==> src/rtl/systolic_pkg.sv <==
// ---------------------------------------------------------------------------
// systolic_pkg
//
// Shared definitions for the systolic array operand path.
//   clogb2         : ceiling log2, never less than 1 so it can size a port
//   mat_sel_e      : which operand matrix a host stream targets (A or B)
//   store_state_e  : load FSM states of the operand store
// ---------------------------------------------------------------------------
package systolic_pkg;

  // Ceiling log2 with a floor of 1: a one-entry structure still needs a
  // one-bit index so that every port keeps a legal width.
  function automatic int clogb2(input int value);
    int result;
    int remaining;
    result    = 0;
    remaining = value - 1;
    while (remaining > 0) begin
      result    = result + 1;
      remaining = remaining >> 1;
    end
    if (result == 0) begin
      result = 1;
    end
    return result;
  endfunction

  typedef enum logic {
    MAT_A = 1'b0,
    MAT_B = 1'b1
  } mat_sel_e;

  typedef enum logic [1:0] {
    IDLE   = 2'd0,
    LOAD   = 2'd1,
    COMMIT = 2'd2
  } store_state_e;

endpackage

==> src/rtl/operand_bank.sv <==
// ---------------------------------------------------------------------------
// operand_bank
//
// Word-organised operand storage: DEPTH words of LANES elements each.
// One element (one lane of one word) can be written per cycle; reads are
// combinational and return zero for addresses beyond the populated depth.
//
// Ports
//   clk       : clock, all state on rising edge
//   rst       : asynchronous active-high reset, clears every word
//   we_i      : per-lane write enable (one-hot or zero)
//   waddr_i   : word address of the write
//   wdata_i   : element value written into the enabled lane(s)
//   raddr_i   : combinational read address
//   rdata_o   : packed word, lane l in bits [(l+1)*DATA_WIDTH-1 -: DATA_WIDTH]
// ---------------------------------------------------------------------------
module operand_bank
  import systolic_pkg::*;
#(
  parameter int LANES      = 3,
  parameter int DATA_WIDTH = 8,
  parameter int DEPTH      = 6,
  parameter int AW         = clogb2(DEPTH)
) (
  input  logic                        clk,
  input  logic                        rst,
  input  logic [LANES-1:0]            we_i,
  input  logic [AW-1:0]               waddr_i,
  input  logic [DATA_WIDTH-1:0]       wdata_i,
  input  logic [AW-1:0]               raddr_i,
  output logic [LANES*DATA_WIDTH-1:0] rdata_o
);

  logic [LANES*DATA_WIDTH-1:0] mem_q [DEPTH];

  // Storage array. Only the enabled lane of the addressed word changes, so
  // an element written by one beat never disturbs its neighbours in the word.
  always_ff @(posedge clk or posedge rst) begin
    if (rst) begin
      for (int w = 0; w < DEPTH; w++) begin
        mem_q[w] <= '0;
      end
    end else begin
      for (int l = 0; l < LANES; l++) begin
        if (we_i[l] && (int'(waddr_i) < DEPTH)) begin
          mem_q[waddr_i][l*DATA_WIDTH +: DATA_WIDTH] <= wdata_i;
        end
      end
    end
  end

  // Zero-latency read; addresses past the last real word read as zero.
  always_comb begin
    rdata_o = '0;
    if (int'(raddr_i) < DEPTH) begin
      rdata_o = mem_q[raddr_i];
    end
  end

endmodule

==> src/rtl/matrix_operand_store.sv <==
// ---------------------------------------------------------------------------
// matrix_operand_store
//
// Operand memory on the read side of the systolic array. A host streams
// N x N matrices element by element in row-major order; A matrices are
// stored as column words and B matrices as row words, one word per address
// (word address = slot*N + k). Per-slot full flags gate loading and tell the
// array controller when both operands of a slot are present.
//
// Ports
//   clk, rst                 : clock / asynchronous active-high reset
//   wr_valid, wr_ready       : host element handshake
//   wr_data                  : element value
//   wr_sel, wr_slot          : target matrix / slot, sampled on the first beat
//   wr_last                  : host marks the final element of the matrix
//   rel_valid, rel_slot      : controller releases a consumed slot
//   addr_matrix_A/B          : array read addresses
//   MATRIX_A_COL/MATRIX_B_ROW: packed combinational read words
//   slot_ready               : per slot, A and B both loaded
//   err, err_clr             : sticky framing error and its clear
// ---------------------------------------------------------------------------
module matrix_operand_store
  import systolic_pkg::*;
#(
  parameter  int ARRAY_SIZE   = 3,
  parameter  int DATA_WIDTH   = 8,
  parameter  int MAX_MATRICES = 2,
  parameter  int AW           = clogb2(ARRAY_SIZE * MAX_MATRICES),
  localparam int SW           = clogb2(MAX_MATRICES)
) (
  input  logic                             clk,
  input  logic                             rst,
  input  logic                             wr_valid,
  output logic                             wr_ready,
  input  logic [DATA_WIDTH-1:0]            wr_data,
  input  logic                             wr_sel,
  input  logic [SW-1:0]                    wr_slot,
  input  logic                             wr_last,
  input  logic                             rel_valid,
  input  logic [SW-1:0]                    rel_slot,
  input  logic [AW-1:0]                    addr_matrix_A,
  input  logic [AW-1:0]                    addr_matrix_B,
  output logic [DATA_WIDTH*ARRAY_SIZE-1:0] MATRIX_A_COL,
  output logic [DATA_WIDTH*ARRAY_SIZE-1:0] MATRIX_B_ROW,
  output logic [MAX_MATRICES-1:0]          slot_ready,
  output logic                             err,
  input  logic                             err_clr
);

  localparam int N     = ARRAY_SIZE;
  localparam int NN    = N * N;
  localparam int DEPTH = N * MAX_MATRICES;
  localparam int CW    = clogb2(NN);
  localparam int IW    = clogb2(N);

  store_state_e          state_q, state_d;
  logic [CW-1:0]         count_q, count_d;
  logic [IW-1:0]         row_q, row_d;
  logic [IW-1:0]         col_q, col_d;
  mat_sel_e              sel_q, sel_d;
  logic [SW-1:0]         slot_q, slot_d;
  logic [MAX_MATRICES-1:0] aFull_q, aFull_d;
  logic [MAX_MATRICES-1:0] bFull_q, bFull_d;
  logic                  err_q, err_d;
  logic                  rstDone_q;

  mat_sel_e              beatSel;
  logic [SW-1:0]         beatSlot;
  logic [IW-1:0]         beatRow;
  logic [IW-1:0]         beatCol;
  logic [CW-1:0]         beatIdx;
  logic                  slotInRange;
  logic                  relInRange;
  logic                  targetFull;
  logic                  accept;
  logic                  isFinalIdx;
  logic                  goodLast;
  logic                  frameErr;
  logic [AW-1:0]         slotBase;
  logic [AW-1:0]         waddrA;
  logic [AW-1:0]         waddrB;
  logic [N-1:0]          weA;
  logic [N-1:0]          weB;

  // In IDLE the beat context comes straight from the host (first beat);
  // afterwards it comes from what that first beat latched.
  always_comb begin
    beatSel  = sel_q;
    beatSlot = slot_q;
    beatRow  = row_q;
    beatCol  = col_q;
    beatIdx  = count_q;
    if (state_q == IDLE) begin
      beatSel  = mat_sel_e'(wr_sel);
      beatSlot = wr_slot;
      beatRow  = '0;
      beatCol  = '0;
      beatIdx  = '0;
    end
  end

  // Target-slot screening for the first beat. An out-of-range slot is
  // treated as permanently full so the host can never start a load there.
  always_comb begin
    slotInRange = int'(wr_slot) < MAX_MATRICES;
    relInRange  = int'(rel_slot) < MAX_MATRICES;
    targetFull  = 1'b1;
    if (slotInRange) begin
      targetFull = wr_sel ? bFull_q[wr_slot] : aFull_q[wr_slot];
    end
  end

  // Framing decode: a beat is well-framed only when wr_last coincides with
  // the N*N-th element. Any disagreement aborts the load.
  assign accept     = wr_valid & wr_ready;
  assign isFinalIdx = (beatIdx == CW'(NN - 1));
  assign goodLast   = accept & wr_last & isFinalIdx;
  assign frameErr   = accept & (wr_last != isFinalIdx);

  // FSM state register.
  always_ff @(posedge clk or posedge rst) begin
    if (rst) begin
      state_q <= IDLE;
    end else begin
      state_q <= state_d;
    end
  end

  // FSM next state. A single accepted beat covers both the first beat in
  // IDLE and the streaming beats in LOAD, which also handles N=1 where the
  // first beat is already the final one.
  always_comb begin
    state_d = state_q;
    case (state_q)
      IDLE, LOAD: begin
        if (accept) begin
          if (goodLast) begin
            state_d = COMMIT;
          end else if (frameErr) begin
            state_d = IDLE;
          end else begin
            state_d = LOAD;
          end
        end
      end
      COMMIT:  state_d = IDLE;
      default: state_d = IDLE;
    endcase
  end

  // FSM outputs: host ready and the per-lane write strobes. rstDone_q keeps
  // wr_ready low until the first clock edge after reset is released.
  always_comb begin
    wr_ready = 1'b0;
    case (state_q)
      IDLE:    wr_ready = rstDone_q & slotInRange & ~targetFull;
      LOAD:    wr_ready = 1'b1;
      COMMIT:  wr_ready = 1'b0;
      default: wr_ready = 1'b0;
    endcase
    for (int l = 0; l < N; l++) begin
      weA[l] = accept && (beatSel == MAT_A) && (beatRow == IW'(l));
      weB[l] = accept && (beatSel == MAT_B) && (beatCol == IW'(l));
    end
  end

  // A elements land in column word c (lane r); B elements in row word r
  // (lane c). Both share the same slot base.
  always_comb begin
    slotBase = AW'(beatSlot) * AW'(N);
    waddrA   = slotBase + AW'(beatCol);
    waddrB   = slotBase + AW'(beatRow);
  end

  // Beat position tracking. Row/column are kept alongside the linear count
  // so no divider is needed to locate an element. Any end of stream, good
  // or bad, rewinds everything to element 0.
  always_comb begin
    count_d = count_q;
    row_d   = row_q;
    col_d   = col_q;
    sel_d   = sel_q;
    slot_d  = slot_q;
    if (state_q == COMMIT) begin
      count_d = '0;
      row_d   = '0;
      col_d   = '0;
    end else if (accept) begin
      if (state_q == IDLE) begin
        sel_d  = beatSel;
        slot_d = beatSlot;
      end
      if (goodLast || frameErr) begin
        count_d = '0;
        row_d   = '0;
        col_d   = '0;
      end else begin
        count_d = beatIdx + CW'(1);
        if (beatCol == IW'(N - 1)) begin
          col_d = '0;
          row_d = beatRow + IW'(1);
        end else begin
          col_d = beatCol + IW'(1);
          row_d = beatRow;
        end
      end
    end
  end

  // Full flags. The release is applied first and the commit second, so a
  // release and commit hitting the same slot together leave the committed
  // flag set while the other matrix's flag is cleared.
  always_comb begin
    aFull_d = aFull_q;
    bFull_d = bFull_q;
    if (rel_valid && relInRange) begin
      aFull_d[rel_slot] = 1'b0;
      bFull_d[rel_slot] = 1'b0;
    end
    if (state_q == COMMIT) begin
      if (sel_q == MAT_A) begin
        aFull_d[slot_q] = 1'b1;
      end else begin
        bFull_d[slot_q] = 1'b1;
      end
    end
  end

  // Sticky error: a new framing error wins over a simultaneous clear.
  always_comb begin
    err_d = err_clr ? 1'b0 : err_q;
    if (frameErr) begin
      err_d = 1'b1;
    end
  end

  // Datapath, flag and error registers.
  always_ff @(posedge clk or posedge rst) begin
    if (rst) begin
      count_q   <= '0;
      row_q     <= '0;
      col_q     <= '0;
      sel_q     <= MAT_A;
      slot_q    <= '0;
      aFull_q   <= '0;
      bFull_q   <= '0;
      err_q     <= 1'b0;
      rstDone_q <= 1'b0;
    end else begin
      count_q   <= count_d;
      row_q     <= row_d;
      col_q     <= col_d;
      sel_q     <= sel_d;
      slot_q    <= slot_d;
      aFull_q   <= aFull_d;
      bFull_q   <= bFull_d;
      err_q     <= err_d;
      rstDone_q <= 1'b1;
    end
  end

  assign slot_ready = aFull_q & bFull_q;
  assign err        = err_q;

  operand_bank #(
    .LANES      (N),
    .DATA_WIDTH (DATA_WIDTH),
    .DEPTH      (DEPTH),
    .AW         (AW)
  ) bankA (
    .clk     (clk),
    .rst     (rst),
    .we_i    (weA),
    .waddr_i (waddrA),
    .wdata_i (wr_data),
    .raddr_i (addr_matrix_A),
    .rdata_o (MATRIX_A_COL)
  );

  operand_bank #(
    .LANES      (N),
    .DATA_WIDTH (DATA_WIDTH),
    .DEPTH      (DEPTH),
    .AW         (AW)
  ) bankB (
    .clk     (clk),
    .rst     (rst),
    .we_i    (weB),
    .waddr_i (waddrB),
    .wdata_i (wr_data),
    .raddr_i (addr_matrix_B),
    .rdata_o (MATRIX_B_ROW)
  );

endmodule

==> config.mk <==
export PLATFORM = sky130hd
export DESIGN_NAME = matrix_operand_store
export DESIGN_NICKNAME = d
export VERILOG_FILES = /design/src/rtl/systolic_pkg.sv /design/src/rtl/operand_bank.sv /design/src/rtl/matrix_operand_store.sv
export SDC_FILE = /design/constraint.sdc
export NUM_CORES = 1
export LEC_CHECK = 0
export CORE_UTILIZATION = 34
export DETAILED_ROUTE_END_ITERATION = 12
export GPL_TIMING_DRIVEN = 0
export SKIP_LAST_GASP = 1
export SYNTH_ARGS = -nofsm -noshare
export SYNTH_HDL_FRONTEND = slang
export SYNTH_SLANG_ARGS = --single-unit
==> constraint.sdc <==
create_clock -name clk -period 18.11 [get_ports clk]
set_input_delay 5.433 -clock clk [delete_from_list [all_inputs] [get_ports clk]]
set_output_delay 5.433 -clock clk [all_outputs]
set_load 0.005 [all_outputs]
==> flow_summary.yaml <==
outcome:
  status: "completed"
synthesis:
  synthSimpleGateAreaFrac_pct: 5.99
  ys_top_cells_by_count: "dfrtp_1 (306), mux2_2 (281), inv_1 (57), mux2i_1 (50), o22ai_1 (49)"
  ys_warn_count: 0
  postSynthAreaPerCell_um2: 14.2
  netlist_area_um2: 14600
  postSynthCellCount: 1027
  synthArstFlopShare_pct: 100
  synth.top_cell.area_share_pct: 52.4
  synth-edff-count: 0
  yosysSeqAreaShare_pct: 52.4
  synth_area_leaders: "dfrtp_1 (52%), mux2_2 (22%), mux4_2 (7.4%), mux2i_1 (3.4%), o22ai_1 (2.1%)"
  synth_xor_area_share_pct: 0.120
  synth.most_common_cell: "dfrtp_1"
  synth_top_family_by_area: "multiplexers"
  yosysTopAreaCell: "dfrtp_1"
  synth_compound_area_share_pct: 3.56
  synthMuxAreaShare_pct: 33.3
  yosysUniqueCellTypes: 59
  synth_fa_ha_area_share_pct: 0.960
  synth_ff_type: "dfrtp_1"
  ys_ff_latch: 306
  syn_nets: 1060
worst_setup_path:
  endpoint_kind: "output pin"
  cp-startpoint: "addr_matrix_B[0]"
  cp-start-kind: "input pin"
  r2r_slack_ns: 14.05
  cp_max_fo: 10
  crit_arrival_ns: 8.67
  max_stage_delay_ns: 0.73
  worstPathCellList: "clkdlybuf4s50_1 -> buf_1 -> clkbuf_1 -> mux4_2 -> inv_1 -> o22ai_1 -> clkdlybuf4s50_1"
  r2r_start: "state_q[0]"
  reg2reg_depth: 11
  critPathMostFrequentCell: "clkdlybuf4s50_1"
  r2r-end: "bankA.mem_q[11]"
  crit_type: "in2out"
  slowest_stage: "clkbuf_1"
  crit_end: "MATRIX_B_ROW[17]"
  cp.required_ns: 12.68
grt:
  grt_first_pass_wirelength_um: 61500
  antenna_found_initial: 1
  grt_use_total_pct: 18.8
  grt_pass1_vias: 9584
  grt_max_degree: 131
  grt_overflow_total: 0
drt:
  routed_wl_um: 40000
  drtPass1Iterations: 6
  drtIter0Drc: 515
  num_vias: 9028
  viasPerCell: 5.31
  ant_nets: 0
  route.detailed.drc: 0
  wl_per_cell_um: 23.5
power:
  leakagePower_nw: 7.81
  p_per_area_nw_per_um2: 105
  ir_worst_vdd_mv: 0.0629
layout:
  antenna_cells: 0
  final_util_pct: 40.7
  area_growth_pct: 17.5
  nets: 1168
  drive_above_1_share_pct: 38.1
  finalInstanceArea_um2: 17200
  fill_cells: 3885
clock_tree:
  clk_pin_slew_ns: 0.06
  cts_tree: "built"
  postCtsSetupBuffers: 0
  root_buffer: "clkbuf_16"
  cts_repair_resize_count: 0
  cts_sinks: 306
  clock_latency_ns: 0.53
  cts.htree.levels: 2
  numCtsBuffers: 34
  cts_hold_buf: 0
  clockBufferDepth: 3
timing:
  setup_violations: 0
  layout_worst_path_cycle_share_pct: 77.9
  finalHoldViolCount: 0
  skew_ns: 0.0134
  period_minus_slack_ns: 14.10
  rsz0062_at_grt: "no"
  relSlewSlack_pct: 34.9
  slew_viol_final: 0
  layout_setup_ws_ns: 4.01
  tightestPinTransition_ns: 0.971
  max_freq_mhz: 70.9
  timing.hold.ws_ns: 0.490
  fin_tns_setup_ns: 0
die:
  io_pins: 75
  initial_core_util_pct: 34.7
  die_w_um: 209
  dieArea_um2: 43800
  die_y_um: 209
  core_area_um2: 42100
  num_rows: 75
placed_design:
  hpwl_um: 27000
  gp_congestion: 0.790
  post-place-ws_ns: 4.04
  place_area_um2: 16000
  port_buffers: 70
flow_run:
  cap_violations: 0
min_path:
  hold_class: "reg2reg"
==> sequential cells by signal (all words and copies together) (netlist names) <==
register / flops
aFull_q: 2
bFull_q: 2
bankA.mem_q: 144
bankB.mem_q: 144
col_q: 2
count_q: 4
err: 1
row_q: 2
rstDone_q: 1
sel_q: 1
slot_q: 1
state_q: 2
==> critical path: cells and delay by family <==
kind | cells | cell delay, ns
buffers and inverters | 5 | 2.51
AO/OA/AOI/OAI | 1 | 0.38
multiplexers | 1 | 0.35
==> cell usage in the layout (no fill, tap or decap), types with 3 or more instances in the layout <==
master,Yosys,final
dfrtp_1,306,306
mux2_2,281,281
clkdlybuf4s50_1,0,70
inv_1,57,56
mux2i_1,50,50
o22ai_1,49,49
clkbuf_1,39,48
mux4_2,48,48
clkbuf_16,0,35
nand2_1,26,26
nor3_4,17,17
buf_1,14,14
buf_2,11,11
nor2_1,11,11
nand3_1,11,11
mux2_4,8,8
ha_1,8,8
and2_1,7,7
clkinv_2,0,7
nor2b_1,6,6
nand2b_1,6,6
nor3_2,5,5
clkbuf_8,0,5
nand3b_1,4,4
o21ai_0,4,4
a22o_1,4,4
buf_4,3,3
buf_6,3,3
nor2_2,3,3
a32o_1,3,3
==> logic make-up after synthesis <==
| family | Yosys count |
|---|---|
| flip-flops | 306 |
| other | 1 |
| XOR/XNOR | 2 |
| AO/OA/AOI/OAI | 74 |
| AND/OR/NAND/NOR | 120 |
| buffers and inverters | 127 |
| adder cells (fa/ha/maj) | 10 |
| multiplexers | 387 |
==> power breakdown <==
part	switching, mW	leakage [nW]	total (mW)	internal [mW]
Sequential	0.0478	4.13	0.825	0.777
Combinational	0.133	3.13	0.286	0.153
Clock	0.291	0.548	0.699	0.408
Total	0.472	7.81	1.81	1.34
==> through the flow <==
| stage | power [mW] | std cells |
|---|---|---|
| 6_report | 1.81 | 1700 |
| 5_1_grt | 1.89 | 1700 |
| 2_1_floorplan | 1.02 | 1027 |
| 4_1_cts | 1.83 | 1700 |
| 3_5_place_dp | 1.13 | 1638 |
| 3_3_place_gp | 1.11 | 1636 |
==> worst min-delay path by stage <==
stage                          start          endpoint  slack, ns  depth (start not counted)
global route        bankB.mem_q[108]  bankB.mem_q[108]       0.51                          1
CTS                  bankB.mem_q[23]   bankB.mem_q[23]       0.50                          1
global placement      bankA.mem_q[9]    bankA.mem_q[9]       0.48                          1
floorplan                 count_q[0]        count_q[0]       0.45                          1
detailed placement   bankB.mem_q[23]   bankB.mem_q[23]       0.49                          1
finish                    count_q[0]        count_q[0]       0.49                          1
==> layout make-up <==
type / count / area, um2 / share of cell area, %
flip-flops and latches: 306 / 7660 / 44.6
multi-input cells: 594 / 6420 / 37.4
clock buffers: 49 / 978 / 5.70
repair buffers: 72 / 756 / 4.40
well taps: 539 / 674 / 3.93
plain buffers: 70 / 310 / 1.81
inverters: 57 / 221 / 1.29
clock inverters: 13 / 143 / 0.831
==> routing by layer <==
metal  track usage [%]  vias up  wire, um
li1                  -     3975         -
met5                 0        -         0
met3              2.63       47      1610
met4              4.41        0       718
met2              30.0      175     18800
met1              27.0     4831     18900
Note: power is estimated with default switching activity, not from simulation.
